File: src/rtl/cdb_addsub_unit.sv
// cdb_addsub_unit: integer add/sub/logic/shift functional unit behind the
// add/sub reservation stations. Captures one dispatched operation while idle,
// executes it for LAT cycles, then requests the Common Data Bus and broadcasts
// {tag, result} for exactly one cycle once granted.
//
// Handshakes:
//   dispatch: `start` is accepted only on an edge where `busy` is low; any
//             `start` seen while `busy` is high is dropped without effect.
//   CDB:      `cdb_req` stays high until `cdb_grant` is sampled high; the
//             broadcast (`cdb_valid`/`conf` plus payload) appears for the one
//             cycle after that edge. `cdb_grant` is ignored while `cdb_req` is low.
//
// Optional feature macro: ADDSUB_SAT_EN
//   defined   -> ADD and SUB saturate on signed overflow (0x7FFF / 0x8000)
//   undefined -> ADD and SUB wrap mod 2^16
module cdb_addsub_unit #(
    parameter int unsigned LAT = 2
) (
    input  logic        CLK,
    input  logic        CLR,
    input  logic        start,
    input  logic [2:0]  tag,
    input  logic [2:0]  op,
    input  logic [15:0] a,
    input  logic [15:0] b,
    output logic        busy,
    output logic        cdb_req,
    input  logic        cdb_grant,
    output logic [18:0] cdb_out,
    output logic        cdb_valid,
    output logic        conf
);

    typedef enum logic [1:0] {
        S_IDLE = 2'd0,
        S_EXEC = 2'd1,
        S_WAIT = 2'd2
    } state_t;

    localparam logic [3:0] CNT_INIT = 4'(LAT - 1);

    localparam logic [2:0] OP_ADD = 3'b000;
    localparam logic [2:0] OP_SUB = 3'b001;
    localparam logic [2:0] OP_AND = 3'b010;
    localparam logic [2:0] OP_OR  = 3'b011;
    localparam logic [2:0] OP_XOR = 3'b100;
    localparam logic [2:0] OP_SLT = 3'b101;
    localparam logic [2:0] OP_SLL = 3'b110;
    localparam logic [2:0] OP_SRL = 3'b111;

    state_t      state;
    logic [3:0]  cnt;
    logic [2:0]  tag_q;
    logic [2:0]  op_q;
    logic [15:0] a_q;
    logic [15:0] b_q;
    logic [15:0] res_q;

    logic [15:0] sum;
    logic [15:0] diff;
    logic [15:0] alu_res;

    // ALU on the captured operands; only sampled into res_q at the end of EXEC
    always_comb begin
        sum     = a_q + b_q;
        diff    = a_q - b_q;
        alu_res = '0;
        case (op_q)
            OP_ADD: begin
                alu_res = sum;
`ifdef ADDSUB_SAT_EN
                // same-sign operands producing an opposite-sign sum overflowed
                if ((a_q[15] == b_q[15]) && (sum[15] != a_q[15]))
                    alu_res = a_q[15] ? 16'h8000 : 16'h7FFF;
`endif
            end
            OP_SUB: begin
                alu_res = diff;
`ifdef ADDSUB_SAT_EN
                // opposite-sign operands with a result sign unlike a overflowed
                if ((a_q[15] != b_q[15]) && (diff[15] != a_q[15]))
                    alu_res = a_q[15] ? 16'h8000 : 16'h7FFF;
`endif
            end
            OP_AND:  alu_res = a_q & b_q;
            OP_OR:   alu_res = a_q | b_q;
            OP_XOR:  alu_res = a_q ^ b_q;
            OP_SLT:  alu_res = {15'd0, ($signed(a_q) < $signed(b_q))};
            OP_SLL:  alu_res = a_q << b_q[3:0];
            OP_SRL:  alu_res = a_q >> b_q[3:0];
            default: alu_res = '0;
        endcase
    end

    // Control FSM with registered outputs; broadcast outputs default to zero each cycle
    always_ff @(posedge CLK) begin
        if (CLR) begin
            state     <= S_IDLE;
            cnt       <= '0;
            tag_q     <= '0;
            op_q      <= '0;
            a_q       <= '0;
            b_q       <= '0;
            res_q     <= '0;
            busy      <= 1'b0;
            cdb_req   <= 1'b0;
            cdb_out   <= '0;
            cdb_valid <= 1'b0;
            conf      <= 1'b0;
        end else begin
            cdb_out   <= '0;
            cdb_valid <= 1'b0;
            conf      <= 1'b0;
            case (state)
                S_IDLE: begin
                    if (start) begin
                        tag_q <= tag;
                        op_q  <= op;
                        a_q   <= a;
                        b_q   <= b;
                        cnt   <= CNT_INIT;
                        busy  <= 1'b1;
                        state <= S_EXEC;
                    end
                end
                S_EXEC: begin
                    if (cnt != 4'd0) begin
                        cnt <= cnt - 4'd1;
                    end else begin
                        res_q   <= alu_res;
                        cdb_req <= 1'b1;
                        state   <= S_WAIT;
                    end
                end
                S_WAIT: begin
                    if (cdb_grant) begin
                        cdb_out   <= {tag_q, res_q};
                        cdb_valid <= 1'b1;
                        conf      <= 1'b1;
                        cdb_req   <= 1'b0;
                        busy      <= 1'b0;
                        state     <= S_IDLE;
                    end
                end
                default: begin
                    busy    <= 1'b0;
                    cdb_req <= 1'b0;
                    state   <= S_IDLE;
                end
            endcase
        end
    end

endmodule
File: config.mk
export PLATFORM = sky130hd
export DESIGN_NAME = cdb_addsub_unit
export DESIGN_NICKNAME = d
export VERILOG_FILES = /design/src/rtl/cdb_addsub_unit.sv
export SDC_FILE = /design/constraint.sdc
export NUM_CORES = 1
export LEC_CHECK = 0
export ABC_AREA = 1
export BUFFER_PORTS_ARGS = -buffer_cell sky130_fd_sc_hd__buf_4
export CAP_MARGIN = 5
export CORE_MARGIN = 5
export CORE_UTILIZATION = 40
export DETAILED_ROUTE_END_ITERATION = 6
export PLACE_DENSITY = 0.69
export SYNTH_ARGS = -nofsm -noshare
export SYNTH_HDL_FRONTEND = slang
export SYNTH_SLANG_ARGS = --single-unit
File: constraint.sdc
create_clock -name CLK -period 2.8 [get_ports CLK]
set_input_delay 0.14 -clock CLK [delete_from_list [all_inputs] [get_ports CLK]]
set_output_delay 0.14 -clock CLK [all_outputs]
set_load 0.02 [all_outputs]
==> metrics.txt, run 1 <==
# TYPE chip_impl_metric gauge
chip_impl_metric{name="synthToLayoutAreaGrowth",unit="%"} 14.69
chip_impl_info{name="synth_top_cell_by_area",value="sky130_fd_sc_hd__dfxtp_1"} 1
chip_impl_metric{name="via_count_of_the_first_global_routing_pass",unit=""} 6541
chip_impl_metric{name="count_of_inserted_antenna_diode_cells",unit=""} 0
chip_impl_metric{name="grt_pass1_wl",unit="mm"} 36.29
chip_impl_metric{name="vias",unit=""} 7342
chip_impl_metric{name="synthMuxAreaShare",unit="%"} 0
chip_impl_metric{name="grt_usage",unit="%"} 23.74
chip_impl_info{name="hp-class",value="in2reg"} 1
chip_impl_metric{name="hold_violations",unit=""} 0
chip_impl_metric{name="power.switching_fraction",unit="%"} 40.91
chip_impl_metric{name="number_of_placed_instances_with_taps_included",unit=""} 1348
chip_impl_metric{name="number_of_buffers_inserted_by_port_buffering",unit=""} 64
chip_impl_metric{name="final_layout_size_suffix_gt1_share",unit="%"} 9.329
chip_impl_metric{name="compound_cell_area_share_of_the_yosys_netlist",unit="%"} 16.23
chip_impl_metric{name="routed_wl",unit="mm"} 23.37
chip_impl_metric{name="post_synth_and_or_nand_nor_area_fraction",unit="%"} 36.35
chip_impl_metric{name="synthesis.area",unit="µm²"} 6575
chip_impl_metric{name="fillCellCount",unit=""} 1803
chip_impl_metric{name="number_of_sinks_driven_by_the_clock_tree",unit=""} 82
chip_impl_metric{name="grt_remaining_overflow",unit=""} 0
chip_impl_metric{name="fp-row-count",unit=""} 46
chip_impl_metric{name="ant_nets",unit=""} 0
chip_impl_metric{name="cts_post_setup_buffers_inserted",unit=""} 0
chip_impl_metric{name="critPathMaxFanout",unit=""} 4
chip_impl_info{name="worst-setup-path-type",value="reg2reg"} 1
chip_impl_metric{name="cap_viol_max_count",unit=""} 0
chip_impl_info{name="layout.cells.most_common",value="sky130_fd_sc_hd__nand2_1"} 1
chip_impl_metric{name="setup_failing_eps_final",unit=""} 0
chip_impl_metric{name="share_seq_of_total_power",unit="%"} 30.9
chip_impl_metric{name="pwr-share-clk",unit="%"} 29.1
chip_impl_metric{name="final_cells",unit=""} 1363
chip_impl_metric{name="design.core.area",unit="µm²"} 16000
chip_impl_metric{name="synth.ff_latch_count",unit=""} 82
chip_impl_metric{name="drt_drc_violations_left",unit=""} 0
chip_impl_metric{name="cts-buffers-inserted",unit=""} 9
chip_impl_info{name="critical_path.startpoint_type",value="register"} 1
chip_impl_metric{name="detail_route.wl_per_cell",unit="µm"} 17.15
chip_impl_metric{name="cts-resized-gates",unit=""} 0
chip_impl_metric{name="number_of_instances_in_the_synthesized_netlist",unit=""} 1102
chip_impl_metric{name="grt_start_max_net_pins",unit=""} 48
chip_impl_metric{name="synthesis.nets",unit=""} 1197
chip_impl_metric{name="initial_antenna_violation_count",unit=""} 0
chip_impl_metric{name="timing.fmax",unit="GHz"} 0.4240
chip_impl_metric{name="switchingPower",unit="W"} 0.001805
chip_impl_metric{name="dieHeight",unit="µm"} 138.2
chip_impl_metric{name="synth.avg_cell_area",unit="µm²"} 5.966
chip_impl_metric{name="nNetsFinal",unit=""} 1238
chip_impl_metric{name="setup_total_negative_slack",unit="ns"} 0
chip_impl_metric{name="floorplan.initialDensity",unit="%"} 41.09
chip_impl_metric{name="internal_power",unit="W"} 0.002607
chip_impl_metric{name="max_slew_violation_count",unit=""} 0
chip_impl_metric{name="power_density",unit="nW/µm²"} 585.0
chip_impl_info{name="dominant_combinational_cell_family_by_area_after_synthesis",value="simple AND/OR/NAND/NOR gates"} 1
chip_impl_metric{name="gp_routability_congestion",unit=""} 1.062
chip_impl_metric{name="clock_path_buffers",unit=""} 2
chip_impl_metric{name="drt_first_pass_iters",unit=""} 6
chip_impl_metric{name="synth_top_area_share",unit="%"} 24.97
chip_impl_metric{name="final_period_minus_worst_setup_slack",unit="ns"} 2.359
chip_impl_metric{name="leakage_component_of_the_power",unit="nW"} 3.633
chip_impl_metric{name="yosys_warnings",unit=""} 0
chip_impl_metric{name="synthXorXnorAreaFrac",unit="%"} 0.2664
chip_impl_info{name="unrepaired_setup_endpoints_after_global_routing",value="no"} 1
chip_impl_metric{name="hpwl_dp",unit="mm"} 18.67
chip_impl_metric{name="worst_slew_margin_rel",unit="%"} 46.17
chip_impl_metric{name="cp_data_arrival_time",unit="ns"} 2.61
chip_impl_metric{name="floorplan.io_pins",unit=""} 65
chip_impl_info{name="critPathCaptureType",value="register"} 1
chip_impl_metric{name="htreeDepth",unit=""} 3
chip_impl_metric{name="design.die.area",unit="µm²"} 19100
chip_impl_info{name="cts_tree",value="yes"} 1
chip_impl_metric{name="first_iter_violations",unit=""} 780
chip_impl_info{name="clock-root-buffer",value="sky130_fd_sc_hd__clkbuf_16"} 1
chip_impl_metric{name="fin_total_pwr",unit="W"} 0.004412
chip_impl_metric{name="final_min_period_over_clock_period",unit="%"} 84.24
chip_impl_metric{name="fp.dieW",unit="µm"} 138.2
chip_impl_metric{name="yosysSeqAreaShare",unit="%"} 24.97
chip_impl_info{name="yosys-top-cells-area",value="sky130_fd_sc_hd__dfxtp_1 25%, sky130_fd_sc_hd__nand2_1 16%, sky130_fd_sc_hd__nand3_1 10%"} 1
chip_impl_metric{name="post_synth_fa_ha_maj_area_fraction",unit="%"} 10.31
chip_impl_metric{name="insertion_delay",unit="ns"} 0.36
chip_impl_info{name="mostFrequentLayoutCells",value="275 x sky130_fd_sc_hd__nand2_1, 140 x sky130_fd_sc_hd__inv_1, 131 x sky130_fd_sc_hd__nand3_1"} 1
chip_impl_metric{name="post_drt_via_cell_ratio",unit=""} 5.387
chip_impl_info{name="outcome",value="finished clean"} 1
chip_impl_metric{name="critical_path_required",unit="ns"} 3.05
chip_impl_metric{name="share_comb_of_total_power",unit="%"} 40.0
chip_impl_metric{name="layout_skew",unit="ns"} 0.01223
chip_impl_metric{name="netlist-cell-type-count",unit=""} 36
chip_impl_metric{name="transition_time_of_the_tightest_slew_check_pin",unit="ns"} 0.8052
chip_impl_metric{name="register_clock_pin_slew_on_the_reported_worst_setup_and_hold_paths",unit="ns"} 0.07
chip_impl_metric{name="vdd_ir_drop_max",unit="V"} 0.0003432
chip_impl_metric{name="cts.hold.buffers_added",unit=""} 0
-- cells by family after synthesis --
family          count (synthesis)
fa+ha+maj                      53
simple gates                  565
xor+xnor                        2
flops                          82
compound gates                203
buf+inv                       197
-- through the flow --
stage	hold slack, ns	setup WS (ns)	area [µm²]	util (%)
after CTS	0.05821	0.4730	7541	47.13
after detailed placement	0.4146	0.4923	7226	45.16
after global routing	0.06675	0.3255	7541	47.13
after global placement	0.4195	0.4834	7226	45.16
final	0.06358	0.4413	7541	47.13
after floorplan	0.2849	0.7416	6575	-
-- worst paths after layout --
path	startpoint	slack, ns	end	cells after the start
worst min register to register	res_q[11]	0.42	cdb_out[11]	2
worst min-delay path	b[5]	0.06	b_q[5]	3
worst max register to register	a_q[0]	0.44	res_q[8]	13
worst max-delay path	a_q[0]	0.44	res_q[8]	13
-- metal layers --
layer	part of all wire [%]	GRT usage [%]
met2	44	37.10
met3	8.5	4.000
met4	2.0	6.812
met1	45	33.74
met5	0	0
-- cell usage after synthesis --
library cell,n
sky130_fd_sc_hd__inv_2,4
sky130_fd_sc_hd__ha_1,51
sky130_fd_sc_hd__nand4_1,15
sky130_fd_sc_hd__nor3_1,18
sky130_fd_sc_hd__inv_4,1
sky130_fd_sc_hd__dfxtp_1,82
sky130_fd_sc_hd__nand2_1,276
sky130_fd_sc_hd__o22ai_1,6
sky130_fd_sc_hd__clkbuf_1,27
sky130_fd_sc_hd__inv_1,140
sky130_fd_sc_hd__and2_1,7
sky130_fd_sc_hd__fa_1,2
sky130_fd_sc_hd__nor2_2,1
sky130_fd_sc_hd__buf_6,1
sky130_fd_sc_hd__buf_4,2
sky130_fd_sc_hd__nor2_1,111
sky130_fd_sc_hd__nand3b_1,1
sky130_fd_sc_hd__clkinv_1,1
sky130_fd_sc_hd__o21bai_1,5
sky130_fd_sc_hd__xor2_1,2
sky130_fd_sc_hd__o21ai_1,2
sky130_fd_sc_hd__o211ai_1,7
sky130_fd_sc_hd__a21oi_1,94
sky130_fd_sc_hd__nor4_1,1
sky130_fd_sc_hd__o2bb2ai_1,1
sky130_fd_sc_hd__buf_2,19
sky130_fd_sc_hd__buf_1,2
sky130_fd_sc_hd__nand3_2,1
sky130_fd_sc_hd__or2_2,2
sky130_fd_sc_hd__a211oi_1,1
sky130_fd_sc_hd__o21a_1,1
sky130_fd_sc_hd__a31oi_1,1
sky130_fd_sc_hd__o221ai_1,1
sky130_fd_sc_hd__o21ai_0,84
sky130_fd_sc_hd__nand3_1,131
sky130_fd_sc_hd__nor2_4,1
-- critical path, stage by stage (launching register included) --
cell and delay (ns):
sky130_fd_sc_hd__dfxtp_1 0.39, sky130_fd_sc_hd__inv_1 0.11, sky130_fd_sc_hd__ha_1 0.25, sky130_fd_sc_hd__fa_1 0.40, sky130_fd_sc_hd__inv_1 0.12, sky130_fd_sc_hd__nand2_1 0.07
sky130_fd_sc_hd__nand3_1 0.16, sky130_fd_sc_hd__nand3_1 0.12, sky130_fd_sc_hd__nand2_1 0.14, sky130_fd_sc_hd__o21ai_0 0.09, sky130_fd_sc_hd__nor2_1 0.11, sky130_fd_sc_hd__nand4_1 0.15
sky130_fd_sc_hd__nand2_1 0.09, sky130_fd_sc_hd__inv_1 0.04
-- power groups by stage --
stage	Combinational, W	Clock (W)	Sequential [W]
after global placement	0.00171	0	0.00138
after CTS	0.00172	0.00132	0.00136
after global routing	0.00195	0.00136	0.00138
after floorplan	0.00121	0	0.00137
after detailed placement	0.00171	0	0.00139
final	0.00176	0.00129	0.00136
-- state kept, by name, indices dropped and copies added, names as in the netlist --
register  flops
a_q          16
b_q          16
busy          1
cdb_out      19
cdb_req       1
cnt           4
conf          1
op_q          3
res_q        16
state         2
tag_q         3
-- layout make-up --
type / count / area [µm²] / share of cell area [%]
clock inverters: 6 / 90.09 / 1.195
multi-input cells: 823 / 4155 / 55.10
clock buffers: 9 / 225.2 / 2.987
flip-flops and latches: 82 / 1642 / 21.77
repair buffers: 81 / 608.1 / 8.064
inverters: 146 / 550.5 / 7.300
well taps: 216 / 270.3 / 3.584
(Power assumes the default switching activity.)
==> inputs of run 2 (changes only) <==
- clock period: 2.8 -> 2.25 ns (I/O delays scaled with it)
==> run 2 against run 1 <==
  * Worst hold slack worse by 0.036 ns
  * Register-to-register slack worse by 0.32 ns
  * Final cell count up 3.7%
  * First-iteration DRC count increased by 13%
  * Wire length rose by 4.5%
  * Utilization increased by 2.9 points
  * Die area did not move
  * Clock-buffer cell count rose by 1
  * Clock power up 16%
  * Via count grew 3.0%
  * Critical path depth up 2
  * Maximum frequency grew 11%
  * Largest cell class unchanged
==> metrics.txt, run 2 (synthesis gave the netlist of run 1 again) <==
# TYPE chip_impl_metric gauge
chip_impl_info{name="critical_path.startpoint_type",value="register"} 1
chip_impl_metric{name="switchingPower",unit="W"} 0.002382
chip_impl_metric{name="fp-row-count",unit=""} 46
chip_impl_metric{name="insertion_delay",unit="ns"} 0.36
chip_impl_metric{name="final_min_period_over_clock_period",unit="%"} 94.78
chip_impl_metric{name="fin_total_pwr",unit="W"} 0.005656
chip_impl_metric{name="transition_time_of_the_tightest_slew_check_pin",unit="ns"} 0.6045
chip_impl_metric{name="cts-resized-gates",unit=""} 0
chip_impl_metric{name="synthToLayoutAreaGrowth",unit="%"} 21.85
chip_impl_metric{name="post_drt_via_cell_ratio",unit=""} 5.353
chip_impl_metric{name="hpwl_dp",unit="mm"} 19.95
chip_impl_metric{name="reg2reg_slack",unit="ns"} 0.12
chip_impl_metric{name="grt_start_max_net_pins",unit=""} 40
chip_impl_metric{name="internal_power",unit="W"} 0.003274
chip_impl_metric{name="leakage_component_of_the_power",unit="nW"} 3.886
chip_impl_metric{name="cts_post_setup_buffers_inserted",unit=""} 0
chip_impl_info{name="hp-class",value="in2reg"} 1
chip_impl_metric{name="initial_antenna_violation_count",unit=""} 0
chip_impl_metric{name="multiInputGateArea",unit="µm²"} 4200
chip_impl_metric{name="pwr-share-clk",unit="%"} 26.5
chip_impl_metric{name="routed_wl",unit="mm"} 24.42
chip_impl_metric{name="dieHeight",unit="µm"} 138.2
chip_impl_metric{name="post_dp_cell_area",unit="µm²"} 7669
chip_impl_info{name="crit_path_start",value="b_q[0]"} 1
chip_impl_metric{name="flip_flop_count_of_the_largest_register_all_copies_and_words_added",unit=""} 19
chip_impl_metric{name="ant_nets",unit=""} 0
chip_impl_metric{name="via_count_of_the_first_global_routing_pass",unit=""} 6600
chip_impl_metric{name="grt_usage",unit="%"} 24.68
chip_impl_info{name="mostFrequentLayoutCells",value="274 x sky130_fd_sc_hd__nand2_1, 139 x sky130_fd_sc_hd__inv_1, 131 x sky130_fd_sc_hd__nand3_1"} 1
chip_impl_metric{name="final_period_minus_worst_setup_slack",unit="ns"} 2.132
chip_impl_metric{name="max_slew_violation_count",unit=""} 0
chip_impl_metric{name="critical_path_required",unit="ns"} 2.51
chip_impl_metric{name="fillCellCount",unit=""} 1737
chip_impl_metric{name="hold_violations",unit=""} 0
chip_impl_metric{name="cts-buffers-inserted",unit=""} 9
chip_impl_info{name="worst-setup-path-type",value="reg2reg"} 1
chip_impl_metric{name="register_clock_pin_slew_on_the_reported_worst_setup_and_hold_paths",unit="ns"} 0.07
chip_impl_metric{name="final_cells",unit=""} 1413
chip_impl_metric{name="gp_routability_congestion",unit=""} 1.003
chip_impl_metric{name="final_layout_size_suffix_gt1_share",unit="%"} 14.12
chip_impl_metric{name="detail_route.wl_per_cell",unit="µm"} 17.28
chip_impl_metric{name="count_of_inserted_antenna_diode_cells",unit=""} 0
chip_impl_metric{name="critPathMaxFanout",unit=""} 3
chip_impl_info{name="clock-root-buffer",value="sky130_fd_sc_hd__clkbuf_16"} 1
chip_impl_metric{name="timing.fmax",unit="GHz"} 0.4689
chip_impl_metric{name="htreeDepth",unit=""} 3
chip_impl_metric{name="setup_failing_eps_final",unit=""} 0
chip_impl_metric{name="share_seq_of_total_power",unit="%"} 29.6
chip_impl_info{name="worst_r2r_startpoint",value="b_q[0]"} 1
chip_impl_metric{name="power.switching_fraction",unit="%"} 42.11
chip_impl_metric{name="number_of_sinks_driven_by_the_clock_tree",unit=""} 82
chip_impl_info{name="unrepaired_setup_endpoints_after_global_routing",value="no"} 1
chip_impl_metric{name="clock_path_buffers",unit=""} 2
chip_impl_metric{name="nNetsFinal",unit=""} 1287
chip_impl_info{name="layout.cells.most_common",value="sky130_fd_sc_hd__nand2_1"} 1
chip_impl_metric{name="fp.dieW",unit="µm"} 138.2
chip_impl_metric{name="area.sequential",unit="µm²"} 1644
chip_impl_metric{name="design.die.area",unit="µm²"} 19100
chip_impl_metric{name="cts.hold.buffers_added",unit=""} 0
chip_impl_info{name="min_to",value="a_q[8]"} 1
chip_impl_metric{name="drt_first_pass_iters",unit=""} 5
chip_impl_metric{name="vias",unit=""} 7564
chip_impl_metric{name="fin_area",unit="µm²"} 8011
chip_impl_info{name="outcome",value="finished clean"} 1
chip_impl_metric{name="drt_drc_violations_left",unit=""} 0
chip_impl_metric{name="cp_data_arrival_time",unit="ns"} 2.39
chip_impl_metric{name="power_density",unit="nW/µm²"} 706.0
chip_impl_info{name="critPathCaptureType",value="register"} 1
chip_impl_metric{name="share_comb_of_total_power",unit="%"} 43.9
chip_impl_metric{name="grt_remaining_overflow",unit=""} 0
chip_impl_metric{name="number_of_buffers_inserted_by_port_buffering",unit=""} 64
chip_impl_metric{name="floorplan.initialDensity",unit="%"} 41.09
chip_impl_info{name="cts_tree",value="yes"} 1
chip_impl_info{name="registers.top_by_ff_count",value="cdb_out"} 1
chip_impl_metric{name="layout_skew",unit="ns"} 0.01363
chip_impl_metric{name="hold-path-cell-count",unit=""} 3
chip_impl_metric{name="whs",unit="ns"} 0.02739
chip_impl_metric{name="floorplan.io_pins",unit=""} 65
chip_impl_metric{name="design.core.area",unit="µm²"} 16000
chip_impl_info{name="hold_start",value="a[8]"} 1
chip_impl_metric{name="worst_slew_margin_rel",unit="%"} 59.56
chip_impl_metric{name="vdd_ir_drop_max",unit="V"} 0.0003978
chip_impl_metric{name="r2r_cells",unit=""} 15
chip_impl_metric{name="first_iter_violations",unit=""} 880
chip_impl_info{name="timing.rr.end",value="res_q[0]"} 1
chip_impl_metric{name="cap_viol_max_count",unit=""} 0
chip_impl_metric{name="grt_pass1_wl",unit="mm"} 37.27
chip_impl_metric{name="setup_total_negative_slack",unit="ns"} 0
chip_impl_metric{name="number_of_placed_instances_with_taps_included",unit=""} 1397
==> run 2: cell count changes in the layout (fill, tap and decap cells not counted), sizes merged <==
cell and change:
buf +49, inv +3, bufinv -2, clkbuf +1, clkinv -1
==> run 2: power groups by stage <==
stage	logic (W)	clock network [W]	registers [W]
finish	0.00248	0.00150	0.00167
CTS	0.00240	0.00153	0.00167
global route	0.00274	0.00157	0.00169
floorplan	0.00151	0	0.00170
global placement	0.00238	0	0.00170
detailed placement	0.00239	0	0.00170
==> run 2: area by class of cell <==
class / count / share of cell area, %
tap: 216 / 3.373
inverter: 146 / 6.872
timing repair buffer: 130 / 13.12
clock buffer: 10 / 2.983
sequential: 82 / 20.52
clock inverter: 6 / 0.7028
multi-input combinational: 823 / 52.43
==> run 2: layer usage <==
| layer | GRT usage, % | up-vias | share of wire, % |
|---|---|---|---|
| li1 | - | 3753 | - |
| met1 | 35.22 | 3394 | 46 |
| met2 | 37.36 | 370 | 42 |
| met3 | 4.966 | 47 | 9.3 |
| met4 | 7.852 | 0 | 2.9 |
| met5 | 0 | - | 0 |
==> run 2: worst max-delay path: stages (launching register included) <==
cell                      delay [ns]
sky130_fd_sc_hd__dfxtp_1        0.35
sky130_fd_sc_hd__buf_4          0.15
sky130_fd_sc_hd__ha_1           0.21
sky130_fd_sc_hd__fa_1           0.40
sky130_fd_sc_hd__inv_1          0.11
sky130_fd_sc_hd__nand2_1        0.06
sky130_fd_sc_hd__nand3_1        0.10
sky130_fd_sc_hd__nand3_1        0.12
sky130_fd_sc_hd__nand2_2        0.12
sky130_fd_sc_hd__nand2_1        0.07
sky130_fd_sc_hd__nand2_1        0.07
sky130_fd_sc_hd__nand2_1        0.05
sky130_fd_sc_hd__nand3_1        0.06
sky130_fd_sc_hd__nand3_1        0.06
sky130_fd_sc_hd__nand2_1        0.07
sky130_fd_sc_hd__inv_1          0.03
==> run 2: how the worst max path moves through the flow <==
stage	depth (start not counted)	to	slack (ns)
2_1_floorplan	16	res_q[0]	0.19
3_3_place_gp	12	res_q[14]	0.15
3_5_place_dp	15	res_q[0]	0.09
4_1_cts	15	res_q[0]	0.08
5_1_grt	11	res_q[11]	0.002
6_report	15	res_q[0]	0.12
==> run 2: through the flow <==
step                      utilization [%]  worst slack, ns
final                               50.07           0.1175
after detailed placement            47.93          0.09283
after CTS                           49.77          0.08130
after global placement              47.93           0.1522
after floorplan                         -           0.1916
after global routing                50.07         0.002002
